[src/rtl/ssram_wbuf.sv]
// Write-posting request buffer in front of the serial SRAM controller.
// Posts CPU writes into a small FIFO, forwards reads on address hits and drains to memory in order.
module ssram_wbuf #(
  parameter int DEPTH  = 4,
  parameter int ADDR_W = 19
) (
  input  logic                      clk_136m,
  input  logic                      reset_n,
  input  logic                      cpu_req,
  input  logic                      cpu_write,
  input  logic [ADDR_W-1:0]         cpu_address,
  input  logic [7:0]                cpu_wdata,
  output logic                      cpu_busy,
  output logic [7:0]                cpu_rdata,
  output logic                      cpu_rdata_en,
  output logic [$clog2(DEPTH):0]    fifo_level,
  output logic                      mem_valid,
  input  logic                      mem_ready,
  output logic                      mem_write,
  output logic [ADDR_W-1:0]         mem_address,
  output logic [7:0]                mem_wdata,
  input  logic [7:0]                mem_rdata,
  input  logic                      mem_rdata_en
);

  localparam int PTR_W = $clog2(DEPTH);
  localparam int LVL_W = PTR_W + 1;

  typedef enum logic [2:0] {IDLE, W_REQ, W_DONE, R_REQ, R_DONE} state_t;

  state_t             state_reg, state_next;
  logic [PTR_W-1:0]   head_reg, tail_reg;
  logic [LVL_W-1:0]   level_reg;
  logic [ADDR_W-1:0]  addr_mem [DEPTH];
  logic [7:0]         data_mem [DEPTH];
  logic               read_pending_reg;
  logic [ADDR_W-1:0]  rd_addr_reg;
  logic [7:0]         cpu_rdata_reg;
  logic               cpu_rdata_en_reg;
  logic               mem_write_reg;
  logic [ADDR_W-1:0]  mem_address_reg;
  logic [7:0]         mem_wdata_reg;

  logic               full, accept, push, rd_accept;
  logic               load_w, load_r, pop, rd_done;
  logic [DEPTH-1:0]   addr_match;
  logic               fwd_hit;
  logic [7:0]         fwd_data;
  logic [PTR_W-1:0]   fwd_idx;
  logic [ADDR_W-1:0]  head_addr;
  logic [7:0]         head_data;

  assign full      = (level_reg == LVL_W'(DEPTH));
  assign cpu_busy  = full | read_pending_reg;
  assign accept    = cpu_req & ~cpu_busy;
  assign push      = accept & cpu_write;
  assign rd_accept = accept & ~cpu_write;

  genvar gi;
  generate
    for (gi = 0; gi < DEPTH; gi++) begin : g_match
      assign addr_match[gi] = (addr_mem[gi] == cpu_address);
    end
  endgenerate

  // Walk entries oldest to newest so the youngest matching write wins.
  always_comb begin
    fwd_hit  = 1'b0;
    fwd_data = 8'h00;
    fwd_idx  = '0;
    for (int k = 0; k < DEPTH; k++) begin
      fwd_idx = head_reg + PTR_W'(k);
      if ((LVL_W'(k) < level_reg) && addr_match[fwd_idx]) begin
        fwd_hit  = 1'b1;
        fwd_data = data_mem[fwd_idx];
      end
    end
  end

  // With an empty FIFO the incoming write is issued straight from the CPU bus.
  assign head_addr = (level_reg == '0) ? cpu_address : addr_mem[head_reg];
  assign head_data = (level_reg == '0) ? cpu_wdata   : data_mem[head_reg];

  always_comb begin
    state_next = state_reg;
    load_w     = 1'b0;
    load_r     = 1'b0;
    pop        = 1'b0;
    rd_done    = 1'b0;
    case (state_reg)
      IDLE: begin
        if (((level_reg != '0) || push) && mem_ready) begin
          load_w     = 1'b1;
          state_next = W_REQ;
        end else if (read_pending_reg && mem_ready) begin
          load_r     = 1'b1;
          state_next = R_REQ;
        end
      end
      W_REQ:   if (!mem_ready) state_next = W_DONE;
      R_REQ:   if (!mem_ready) state_next = R_DONE;
      W_DONE: begin
        if (mem_ready) begin
          pop        = 1'b1;
          state_next = IDLE;
        end
      end
      R_DONE: begin
        if (mem_rdata_en) begin
          rd_done    = 1'b1;
          state_next = IDLE;
        end
      end
      default: state_next = IDLE;
    endcase
  end

  always_ff @(posedge clk_136m) begin
    if (push) begin
      addr_mem[tail_reg] <= cpu_address;
      data_mem[tail_reg] <= cpu_wdata;
    end
  end

  always_ff @(posedge clk_136m) begin
    if (!reset_n) begin
      state_reg        <= IDLE;
      head_reg         <= '0;
      tail_reg         <= '0;
      level_reg        <= '0;
      read_pending_reg <= 1'b0;
      rd_addr_reg      <= '0;
      cpu_rdata_reg    <= 8'h00;
      cpu_rdata_en_reg <= 1'b0;
      mem_write_reg    <= 1'b0;
      mem_address_reg  <= '0;
      mem_wdata_reg    <= 8'h00;
    end else begin
      state_reg        <= state_next;
      cpu_rdata_en_reg <= 1'b0;
      if (push) tail_reg <= tail_reg + 1'b1;
      if (pop)  head_reg <= head_reg + 1'b1;
      level_reg <= level_reg + LVL_W'(push) - LVL_W'(pop);
      if (rd_accept) begin
        if (fwd_hit) begin
          cpu_rdata_reg    <= fwd_data;
          cpu_rdata_en_reg <= 1'b1;
        end else begin
          read_pending_reg <= 1'b1;
          rd_addr_reg      <= cpu_address;
        end
      end
      if (rd_done) begin
        cpu_rdata_reg    <= mem_rdata;
        cpu_rdata_en_reg <= 1'b1;
        read_pending_reg <= 1'b0;
      end
      if (load_w) begin
        mem_write_reg   <= 1'b1;
        mem_address_reg <= head_addr;
        mem_wdata_reg   <= head_data;
      end else if (load_r) begin
        mem_write_reg   <= 1'b0;
        mem_address_reg <= rd_addr_reg;
        mem_wdata_reg   <= 8'h00;
      end
    end
  end

  assign mem_valid    = (state_reg == W_REQ) || (state_reg == R_REQ);
  assign mem_write    = mem_write_reg;
  assign mem_address  = mem_address_reg;
  assign mem_wdata    = mem_wdata_reg;
  assign cpu_rdata    = cpu_rdata_reg;
  assign cpu_rdata_en = cpu_rdata_en_reg;
  assign fifo_level   = level_reg;

endmodule

[config.mk]
export PLATFORM = sky130hd
export DESIGN_NAME = ssram_wbuf
export DESIGN_NICKNAME = d
export VERILOG_FILES = /design/src/rtl/ssram_wbuf.sv
export SDC_FILE = /design/constraint.sdc
export NUM_CORES = 1
export LEC_CHECK = 0
export CORE_MARGIN = 5
export CORE_UTILIZATION = 50
export DETAILED_ROUTE_END_ITERATION = 7
export HOLD_SLACK_MARGIN = 0.15
export PLACE_DENSITY = 0.7
export REMOVE_ABC_BUFFERS = 1
export SLEW_MARGIN = 20
export SYNTH_ARGS = -nofsm -noshare
export SYNTH_HDL_FRONTEND = slang
export SYNTH_SLANG_ARGS = --single-unit
[constraint.sdc]
create_clock -name clk_136m -period 2.9 [get_ports clk_136m]
set_input_delay 0.87 -clock clk_136m [delete_from_list [all_inputs] [get_ports clk_136m]]
set_output_delay 0.87 -clock clk_136m [all_outputs]
set_load 0.005 [all_outputs]
* After elaboration in Yosys (flattened, before gate mapping)
Memories as Yosys holds them, arrays and structs flattened. A register that Yosys moved wholly into a read port is not among the register bits.
Index checks and enable logic that the tools add are counted.
** Word-level totals
- Bits in registers :: 67
- Bits in writable memories :: 108
- Output and inout port bits :: 42
- Word-level logic and storage cells :: 119
- Memories kept :: 2
** Memory list
- addr_mem :: depth 4, width 19, rd ports 5, clocked after memory_dff 1, write ports 1, RTL line 34 : logic [ADDR_W-1:0] addr_mem [DEPTH];
- data_mem :: depth 4, width 8, rd ports 4, clocked after memory_dff 1, write ports 1, RTL line 35 : logic [7:0] data_mem [DEPTH];
** Cells by class
- Add/subtract/negate cells :: 6
- Order comparisons :: 8
- Eq/ne operators :: 14
- Mux-type cells :: 52
- Bitwise logic cells :: 8
- Reduce and logical (&&, ||, !) cells :: 18
** Operators with widths (number)
- 8-bit 2-to-1 mux :: 10
- 19-bit == test :: 4
- 19-bit 2-to-1 mux :: 3
- 1-bit 2-to-1 mux :: 24
- 3-bit 2-to-1 mux :: 6
- 3-bit case mux with 5 select lines :: 1
- 2-bit by 3-bit less-than comparator with 1-bit output, second input constant :: 4
- 1-bit binary-select mux with 2-bit select :: 4
- 2-bit 2-to-1 mux :: 4
- 2-bit inequality test, second input constant :: 4
- 3-bit by 2-bit == test with 1-bit output, second input constant :: 2
- 3-bit == test, second input constant :: 2
- 1-bit logical AND :: 6
- 3-bit logical NOT :: 2
- 1-bit by 3-bit less-than comparator with 1-bit output, first input constant :: 2
- 2-bit by 3-bit less-than comparator with 1-bit output, first input constant :: 2
- 2-bit nonzero test :: 3
- 5-bit AND reduction :: 1
- 2-bit by 1-bit adder with 2-bit output, second input constant :: 2
- 2-bit adder, second input constant :: 2
- 1-bit NOT :: 4
- 2-bit AND reduction :: 2
- 3-bit by 1-bit adder with 3-bit output :: 1
- 1-bit AND :: 3
- other kinds (7) :: 8

* Depth between registers and ports, before layout
- Word-level depth :: 11
- Mapped depth :: 13
- Mapped depth without buffers :: 10

* Least setup slack after synthesis
Ideal clock, no wire load.
- Kind :: in2reg
- Start :: input cpu_address[7]
- End :: register cpu_rdata_reg[0] (netlist: cpu_rdata[0])
- Setup time :: 136 ps
- Arrival time :: 2895 ps
- Data required time :: 2764 ps
- Slack :: -131 ps
- Stages on the path :: 10
- Buffers on the path :: 1
- Cell sequence :: buf_4 -> xnor2_1 -> nand4_1 -> nor2_1 -> and3_1 -> mux4_2 -> a2bb2o_4 -> o31a_1 -> a31oi_4 -> a221oi_2
** Between the ends
- Word-level cells in the longest chain between the ends :: 11
- Elaborated cells on any way between the ends :: 29
** RTL lines
- start: declaration :: RTL line 11 : input logic [ADDR_W-1:0] cpu_address,
- 19-bit == test :: RTL line 62 : assign addr_match[gi] = (addr_mem[gi] == cpu_address);
- 1-bit binary-select mux with 2-bit select :: RTL line 73 : if ((LVL_W'(k) < level_reg) && addr_match[fwd_idx]) begin
- 1-bit 2-to-1 mux (not written as such) :: RTL line 73
- 1-bit logical AND :: RTL line 73
- 8-bit 2-to-1 mux (4 in series) :: RTL line 73
- 8-bit 2-to-1 mux :: RTL line 145 : if (fwd_hit) begin
- 8-bit 2-to-1 mux :: RTL line 144 : if (rd_accept) begin
- 8-bit 2-to-1 mux :: RTL line 153 : if (rd_done) begin
- end signal: assignment :: RTL line 146 : cpu_rdata_reg <= fwd_data;
- end signal: assignment :: RTL line 154 : cpu_rdata_reg <= mem_rdata;
- end: declaration :: RTL line 38 : logic [7:0] cpu_rdata_reg;
Parallel ways exist; a longest one is shown, timed or not. The select of a mux whose other input is x is not followed.
A chain may end at the register's enable or synchronous reset.

* Worst setup path after layout
- Start :: input cpu_address[0]
- End :: register rd_addr_reg[16]
** Between the ends
- Word-level cells in the longest chain between the ends :: 10
- Elaborated cells on any way between the ends :: 22
** RTL lines
- 19-bit == test :: RTL line 62
- 1-bit binary-select mux with 2-bit select :: RTL line 73
- 1-bit 2-to-1 mux (not written as such) :: RTL line 73
- 1-bit logical AND :: RTL line 73
- 1-bit 2-to-1 mux (3 in series) :: RTL line 73
- 1-bit 2-to-1 mux (*) :: RTL line 73
- 1-bit NOT (no line) (*)
- 2-bit AND reduction (no line) (*)
- end signal: assignment :: RTL line 150 : rd_addr_reg <= cpu_address;
- end: declaration :: RTL line 37 : logic [ADDR_W-1:0] rd_addr_reg;
Every way passes the cells marked *; elsewhere a longest branch is shown, timed or not. The select of a mux whose other input is x is not followed.

==> metrics.txt <==
yosys warns=0; Skew-Pair Late Insertion Delay=430 ps; Rows=49; cts hold-fix bufs=0; final worst slack=-35.00 ps; Final Critical Period=2935 ps; Post-synth EDFFs=108; Reg with most FFs=addr_mem; Inst Count DP=1,049; clock sinks=177; P per Cell Area=592.1 nW/um^2; Unique masters post-synth=48; Internal=4.907 mW; first-pass GRT wire length=35,870 um; Worst Path Required=3200 ps; vias=6,359; layout cells sized above 1=29.15%; Synth Instances=742; Clock Pin Slew Worst Setup and Hold Paths=60 ps; Vias/cell=5.797; Worst Max-Slew Pin Slew=548.5 ps; Antenna Diode Count=0; WL/cell=20.58 um; Max Root-Sink Buffers=2; share of total power in sequential cells=43.1%; Ports=83; max_cap viols=0; initial antenna violation count=0; peak supply drop=0.4140 mV; # DRC=0; fin nets=905; Cell Area, Synth=9056 sq um; Final Cycle Share=101.2%; Synth Flop Type=edfxtp_1; Clock power frac=31.2%; RSZ-0062 raised after global routing=true; FILL cells=1,267; H-tree lvl count=4; Peak Freq=340.7 MHz; WS Path Type=in -> reg; Synth Register Bits=177; total routed wirelength=22,580 um; Area Overhead vs Synth=28.20%; Reg area=4626 sq um; Syn Area/Cell=12.21 sq um; Hold Path Class=reg -> reg; CTS Buf Count=17; Startpoint Class=input port; die footprint=20,900 sq um; TNS Setup=-204.0 ps; Final Hold Vio Count=0; Die W=144.6 um; Seq/Total Area, Yosys=51.06%; clk_skew=9.989 ps; combinational share of power=25.8%; outcome=finished, violations left; WP data arrival=3240 ps; final core occ=64.85%; Net Sw Power=1.967 mW; DRT iter0 DRCs=591; Starting Density=50.59%; max reg flops=76; # port buffers=82; die span in y=144.6 um; placer congestion estimate=0.8217; Multi-input gate area=4502 sq um; CTS root buf=clkbuf_16; Rel. slew slack=63.43%; DR pass1 iterations=5; total core area=17,900 sq um; commonest non-fill, non-tap cell in the layout=edfxtp_1; post-detail-place hpwl=14,700 um; CTS tree=done; gr usage total=22.34%; vias in the first global route=6,740; critical path capture point type=flop; total power=6.874 mW; crit-path max FO=5; largest net degree at the start of global routing=48; count of pins over their slew limit=0; share of flip-flops with an asynchronous set or reset=0%; GRT overflow=0; Sw Ratio=28.62%; Pleak=3.937 nW; most frequent cells in the layout=edfxtp_1, nor2_1, dfxtp_1, clkdlybuf4s50_1, buf_4; Final setup viols=9; Routed Antenna Nets=0; Largest regs=addr_mem: 76 flops, data_mem: 32 flops; Finished Layout Cells=1,097; failing checks=negative setup slack
synthesized netlist by cell type, types with 13 or more instances:
master / n / area share, %
inv_1: 19 / 0.79
xor2_1: 15 / 1.5
nor2_1: 94 / 3.9
o21ai_0: 16 / 0.88
dfxtp_1: 69 / 15
xnor2_1: 66 / 6.4
buf_4: 20 / 1.7
mux2i_1: 54 / 6.0
a21oi_1: 33 / 1.8
nand2_1: 23 / 0.95
nand3_1: 13 / 0.72
clkbuf_1: 27 / 1.1
edfxtp_1: 108 / 36
nand4_1: 16 / 1.1
mux2_2: 16 / 2.0
mux4_2: 39 / 9.7
a211oi_1: 20 / 1.7
logic make-up (layout without fill, tap and decap cells):
| group | Yosys count | in the layout | share of synthesized area, % |
|---|---|---|---|
| fa+ha+maj | 9 | 9 | 1.326 |
| mux | 109 | 109 | 17.66 |
| compound gates | 101 | 101 | 8.013 |
| xor+xnor | 81 | 81 | 7.834 |
| simple gates | 184 | 184 | 9.630 |
| buf+inv | 81 | 207 | 4.476 |
| flops | 177 | 177 | 51.06 |
area by class of cell:
type | instances | share of cell area, %
clock inverters | 10 | 0.7652
repair buffers | 156 | 13.62
flip-flops and latches | 177 | 39.84
clock buffers | 22 | 3.912
inverters | 19 | 0.6143
well taps | 229 | 2.468
multi-input cells | 484 | 38.78
final timing paths:
path	from	to	slack [ps]	depth (start not counted)
setup / recovery	cpu_address[0]	rd_addr_reg[16]	-40	14
hold / removal	cpu_rdata[1]	cpu_rdata[1]	460	2
setup reg to reg	addr_mem[3][2]	rd_addr_reg[16]	20	12
hold reg to reg	cpu_rdata[1]	cpu_rdata[1]	460	2
what timing repair did:
item	in CTS	in global routing
setup buffers	19	1
resized for setup	155	44
setup endpoints to repair	29	28
cloned	4	1
pin swaps	46	23
power by group through the flow:
| stage | sequential (mW) | combinational, mW | clock (mW) |
|---|---|---|---|
| finish | 2.96 | 1.77 | 2.14 |
| global route | 2.98 | 1.91 | 2.30 |
| CTS | 2.95 | 1.77 | 2.18 |
| detailed placement | 3.00 | 1.66 | 0 |
| global placement | 2.99 | 1.62 | 0 |
| floorplan | 3.01 | 0.936 | 0 |
per-layer routing:
layer  up-vias  part of all wire, %  global-route usage (%)
li1       2939                    -                       -
met1      3158                   42                   27.95
met2       219                   51                   39.50
met3        43                  5.2                   4.167
met4         0                  2.3                   6.726
met5         -                    0                       0
metrics by stage:
step                area [sq um]  hold WS (ps)  setup WS (ps)
finish                     11610         462.8         -35.00
CTS                        11520         461.0         -32.00
global placement           10420         452.8         -900.1
global route               11610         476.9         -104.3
floorplan                   8722         458.0          -3228
detailed placement         10420         455.5         -964.0
critical path, cell delays in order:
cell	delay [ps]
buf_6	90
buf_6	130
xnor2_2	140
nand4_1	110
nor2_2	60
and3_1	140
mux4_2	500
a2bb2o_4	240
nor4b_4	270
buf_6	170
buf_12	120
buf_16	130
mux2i_1	180
nor2_1	70
Power figures use the tool's default switching activity.
